### src/rtl/rotator_pkg.sv
// Shared encodings for the rotary quadrature generator:
// FSM states, detent direction and the per-phase (a,b) patterns.
package rotator_pkg;

    typedef enum logic [2:0] {
        IDLE = 3'd0,
        P1   = 3'd1,
        P2   = 3'd2,
        P3   = 3'd3,
        P4   = 3'd4
    } rot_state_t;

    typedef enum logic {
        DIR_R = 1'b0,
        DIR_L = 1'b1
    } rot_dir_t;

    // (a,b) for P1..P4, P1 in the top two bits
    localparam logic [7:0] PAT_R = {2'b01, 2'b11, 2'b10, 2'b00};
    localparam logic [7:0] PAT_L = {2'b10, 2'b11, 2'b01, 2'b00};

    function automatic logic [1:0] phase_ab(
        input rot_dir_t   dir,
        input rot_state_t st
    );
        logic [7:0] pat;
        logic [1:0] ab;
        pat = (dir == DIR_R) ? PAT_R : PAT_L;
        ab  = 2'b00;
        case (st)
            P1:      ab = pat[7:6];
            P2:      ab = pat[5:4];
            P3:      ab = pat[3:2];
            P4:      ab = pat[1:0];
            default: ab = 2'b00;
        endcase
        return ab;
    endfunction

endpackage

### src/rtl/rotator_step_accum.sv
// Signed saturating net-step counter with a sticky overflow flag.
// The range is symmetric; the most-negative code is never produced.
module rotator_step_accum
    import rotator_pkg::*;
#(
    parameter int PEND_W = 4
) (
    input  logic                     clk,
    input  logic                     rst,
    input  logic                     step_r,
    input  logic                     step_l,
    input  logic                     consume,
    input  logic                     clr_ovf,
    output logic signed [PEND_W-1:0] pending,
    output logic                     overflow
);

    localparam int XW = PEND_W + 2;
    localparam logic signed [XW-1:0] ONE  = XW'(1);
    localparam logic signed [XW-1:0] MONE = '1;
    localparam logic signed [XW-1:0] ZERO = '0;
    localparam logic signed [XW-1:0] LIM  = XW'(2 ** (PEND_W - 1) - 1);

    logic signed [XW-1:0] ext;
    logic signed [XW-1:0] req;
    logic signed [XW-1:0] dec;
    logic signed [XW-1:0] sum;
    logic                 drop;
    logic [PEND_W-1:0]    pending_n;

    always_comb begin
        ext = {{2{pending[PEND_W-1]}}, pending};
        req = ZERO;
        if (step_r && !step_l) begin
            req = ONE;
        end else if (step_l && !step_r) begin
            req = MONE;
        end
        dec = ZERO;
        if (consume && (pending != '0)) begin
            dec = pending[PEND_W-1] ? MONE : ONE;
        end
        sum  = ext + req - dec;
        drop = (sum > LIM) || (sum < -LIM);
        // a dropped request still lets the detent consume its step
        pending_n = drop ? (pending - dec[PEND_W-1:0])
                         : sum[PEND_W-1:0];
    end

    always_ff @(posedge clk) begin
        if (rst) begin
            pending  <= '0;
            overflow <= 1'b0;
        end else begin
            pending <= pending_n;
            if (drop) begin
                overflow <= 1'b1;
            end else if (clr_ovf) begin
                overflow <= 1'b0;
            end
        end
    end

endmodule

### src/rtl/rotator_quadrature_gen.sv
// Rotary-encoder emulator: plays queued detents as registered
// 4-phase quadrature cycles on rot_a/rot_b.
module rotator_quadrature_gen
    import rotator_pkg::*;
#(
    parameter int PHASE_CYCLES = 4,
    parameter int PEND_W       = 4
) (
    input  logic                     clk,
    input  logic                     rst,
    input  logic                     step_r,
    input  logic                     step_l,
    input  logic                     clr_ovf,
    output logic                     rot_a,
    output logic                     rot_b,
    output logic                     busy,
    output logic                     detent_done,
    output logic signed [PEND_W-1:0] pending,
    output logic                     overflow
);

    localparam int TW = (PHASE_CYCLES > 1) ? $clog2(PHASE_CYCLES) : 1;
    localparam logic [TW-1:0] T_LAST = TW'(PHASE_CYCLES - 1);

    rot_state_t               state;
    rot_state_t               state_n;
    rot_dir_t                 dir;
    rot_dir_t                 dir_n;
    logic [TW-1:0]            timer;
    logic [TW-1:0]            timer_n;
    logic [1:0]               ab_n;
    logic                     phase_end;
    logic                     start;
    logic signed [PEND_W-1:0] pend_q;

    rotator_step_accum #(
        .PEND_W (PEND_W)
    ) u_accum (
        .clk      (clk),
        .rst      (rst),
        .step_r   (step_r),
        .step_l   (step_l),
        .consume  (start),
        .clr_ovf  (clr_ovf),
        .pending  (pend_q),
        .overflow (overflow)
    );

    assign pending     = pend_q;
    assign phase_end   = (timer == T_LAST);
    assign busy        = (state != IDLE);
    assign detent_done = (state == P4) && phase_end;

    // A detent may begin from IDLE or chain directly off the last P4 clock
    assign start = ((state == IDLE) || ((state == P4) && phase_end))
                   && (pend_q != '0);

    always_comb begin
        state_n = state;
        dir_n   = dir;
        timer_n = '0;
        if (start) begin
            state_n = P1;
            dir_n   = pend_q[PEND_W-1] ? DIR_L : DIR_R;
        end else if (state != IDLE) begin
            if (!phase_end) begin
                timer_n = timer + TW'(1);
            end else begin
                case (state)
                    P1:      state_n = P2;
                    P2:      state_n = P3;
                    P3:      state_n = P4;
                    default: state_n = IDLE;
                endcase
            end
        end
        ab_n = phase_ab(dir_n, state_n);
    end

    always_ff @(posedge clk) begin
        if (rst) begin
            state <= IDLE;
            dir   <= DIR_R;
            timer <= '0;
            rot_a <= 1'b0;
            rot_b <= 1'b0;
        end else begin
            state <= state_n;
            dir   <= dir_n;
            timer <= timer_n;
            rot_a <= ab_n[1];
            rot_b <= ab_n[0];
        end
    end

endmodule

### config.mk
export PLATFORM = sky130hd
export DESIGN_NAME = rotator_quadrature_gen
export DESIGN_NICKNAME = d
export VERILOG_FILES = /design/src/rtl/rotator_pkg.sv /design/src/rtl/rotator_step_accum.sv /design/src/rtl/rotator_quadrature_gen.sv
export SDC_FILE = /design/constraint.sdc
export NUM_CORES = 1
export LEC_CHECK = 0
export BUFFER_PORTS_ARGS = -buffer_cell sky130_fd_sc_hd__buf_2
export CORE_ASPECT_RATIO = 1.5
export CORE_MARGIN = 2
export CORE_UTILIZATION = 40
export CTS_CLUSTER_DIAMETER = 80
export CTS_CLUSTER_SIZE = 8
export DETAILED_ROUTE_END_ITERATION = 8
export SLEW_MARGIN = 20
export SYNTH_ARGS = -nofsm -noshare
export SYNTH_HDL_FRONTEND = slang
export SYNTH_SLANG_ARGS = --single-unit
### constraint.sdc
create_clock -name clk -period 3.72 [get_ports clk]
set_clock_uncertainty 0.2 [all_clocks]
set_input_delay 0 -clock clk [delete_from_list [all_inputs] [get_ports clk]]
set_output_delay 0 -clock clk [all_outputs]
set_load 0.02 [all_outputs]
==> results.md <==
* Syn Area/Cell at 8.54 sq um
* Status: completed
* Largest net degree at the start of global routing at 15
* Startpoint class of the critical path: flop
* Routed vias/inst at 5.01
* Asr flop ratio synth at 0%
* Die ar. at 0.00336 sq mm
* Syn Std Cell Area at 0.00116 sq mm
* Drt total wl at 2.41 mm
* DR iter-0 viols at 11
* Core Rows at 23
* Inserted Diodes at 0
* Fin crit period at 3.40 ns
* Reg2reg end: u_accum.pending[2]
* Routability-driven placement congestion ratio at 0.839
* Tot GR Track Use at 17.7%
* Worst setup path start: timer[0]
* Final ANT Viol Nets at 0
* Via count at 952
* Placed cell count at 184
* R2R Path Start: timer[0]
* Insertion delay to the later sink of the worst-skew pair at 0.25 ns
* FF+latch count, synth at 13
* Hold Path Class: flop to flop
* Max Slew Vio Count at 0
* Global-route wire length before repair at 4.35 mm
* Layout cells sized above 1 at 22.2%
* TritonCTS clock tree: built
* RSZ-0062 raised after global routing: false
* Die Ht at 70.0 um
* CTS Buf Count at 3
* Critical setup path kind: flop to flop
* Cell area after layout at 0.00133 sq mm
* Dpl hpwl at 2.02 mm
* Worst slew pin tran at 0.371 ns
* Max-capacitance violation count at 0
* Crit share post-route at 91.5%
* Post-CTS Resized at 0
* Input/output buffers at 13
* Final Hold Fails at 0
* Starting Density at 42.9%
* Clock root buffer: clkbuf_8
* CORE AREA at 0.00271 sq mm
* Req. time, crit path at 3.65 ns
* Max transition margin at 75.1%
* Routed WL per cell at 12.7 um
* CP Capture Type: flop
* Clock Tree Buf Depth at 2
* Seq/Total Area, Yosys at 22.4%
* Critical path arrival at 3.33 ns
* Fillers at 296
* Synth warnings at 0
* CTS sink cnt at 13
* Initial antenna violation count at 0
* Syn_nets at 156
* Netlist cell types at 43
* Setup TNS Final at 0 ns
* R2R depth at 12
* # nets final at 174
* Syn Inst Count at 136
* Clock-pin slew on the worst setup and hold paths at 0.05 ns
* FMAX at 294 MHz
* H-tree depth at 1
* Crit path to: u_accum.pending[2]
* Grt total ovfl at 0
* Critical path fanouts, max at 4
* Final setup vio count at 0
* Post-DP Area at 0.00127 sq mm
* Remaining DRCs at 0
* EDFF count, synth at 0
* Chip Width at 48.0 um
* R2r setup slk at 0.32 ns
* Area Growth Syn to Fin at 14.7%
* # IOs at 14
* Detailed-router iteration count before antenna repair at 4
* Final Non-Filler Cells at 190
* Final hold slack at 0.232 ns
* Vias in the first global route at 989
* Top_reg_cell synth: dfxtp_1
-- worst max-delay path: stages (launching register included) --
cell and delay (ns):
dfxtp_1 0.31, ha_1 0.20, nand2b_1 0.19, nand3_1 0.20
inv_1 0.17, fa_1 0.54, fa_1 0.43, nand2b_1 0.17
a21oi_2 0.16, xnor2_2 0.16, nand4b_4 0.21, nand2_4 0.07
mux2_4 0.29
-- area by class of cell --
| type | instances | area [sq um] | share of cell area [%] |
|---|---|---|---|
| Multi-Input combinational cell | 97 | 793 | 59.6 |
| Clock buffer | 4 | 45.0 | 3.38 |
| Timing Repair Buffer | 18 | 108 | 8.08 |
| Tap cell | 37 | 46.3 | 3.48 |
| Inverter | 21 | 78.8 | 5.92 |
| Sequential cell | 13 | 260 | 19.5 |
-- cell usage after synthesis (2+ instances only) --
| library cell | number | area share (%) |
|---|---|---|
| inv_1 | 21 | 6.8 |
| dfxtp_1 | 13 | 22 |
| a21oi_1 | 12 | 5.2 |
| nor2_1 | 12 | 3.9 |
| ha_1 | 10 | 11 |
| nand2_1 | 7 | 2.3 |
| fa_1 | 5 | 8.6 |
| nand2b_1 | 5 | 2.7 |
| o21ai_0 | 4 | 1.7 |
| nor2b_1 | 3 | 1.6 |
| nor3_1 | 3 | 1.3 |
| xor2_1 | 3 | 2.3 |
| buf_2 | 2 | 0.86 |
| clkbuf_1 | 2 | 0.65 |
| mux2_4 | 2 | 2.6 |
| nor2_2 | 2 | 1.1 |
| o21a_1 | 2 | 1.3 |
| o31ai_1 | 2 | 1.3 |
| or3_1 | 2 | 1.1 |
-- cells in the final DEF (no fill, tap or decap), types with 2 or more instances in the layout --
cell	instances
clkbuf_8	3
a21oi_1	12
dlygate4sd3_1	2
o21ai_0	4
nand2_1	7
buf_2	13
inv_1	21
nor3_1	3
o31ai_1	2
nor2_1	12
o21a_1	2
ha_1	10
nor2b_1	3
mux2_4	2
or3_1	2
xor2_1	3
dfxtp_1	13
buf_4	3
nand2b_1	5
fa_1	5
nor2_2	2
-- state kept, by name, summed over array words and instances (netlist names) --
name,count
u_accum.pending,4
rot_a,1
u_accum.overflow,1
dir,1
rot_b,1
timer,2
state,3
-- cell families (layout without fill, tap and decap cells) --
logic type                 count (synthesis)  after routing  synth area share (%)
DFF                                       13             13                  22.4
xor gates and xnor gates                   5              5                  4.42
buffers and inverters                     26             43                  9.27
and+or+nand+nor                           45             45                  23.7
muxes                                      2              2                  2.59
AOI/OAI and AO/OA                         30             30                  18.2
adders and majority gates                 15             15                  19.4
-- through the flow --
step,setup slack (ns),utilization [%]
after global routing,0.0635,49.2
after CTS,0.291,49.2
after global placement,0.346,46.8
final,0.318,49.2
after detailed placement,0.295,46.8
after floorplan,0.452,-
-- worst min path at each step --
stage | endpoint | depth (start not counted) | from
2_1_floorplan | u_accum.overflow | 2 | clr_ovf
3_3_place_gp | u_accum.overflow | 3 | clr_ovf
3_5_place_dp | u_accum.overflow | 3 | clr_ovf
4_1_cts | timer[0] | 1 | timer[0]
5_1_grt | timer[0] | 1 | timer[0]
6_report | timer[0] | 1 | timer[0]
-- repair_timing --
action                                  CTS  global route
hold endpoints to repair                  9             0
hold buffers                              2             0
endpoints found under the setup margin    0             0
buffers inserted                          0             0
-- metal layers --
layer	GRT usage, %	routed length [um]	vias to the layer above
met5	0	0	-
met4	8.11	45	0
met3	2.33	50	4
met2	32.0	1420	9
met1	18.3	893	449
li1	-	-	490
Power is left out: the tool's default activity adds up to more than one toggle a clock period on the data nets, which glitch-free logic cannot reach.
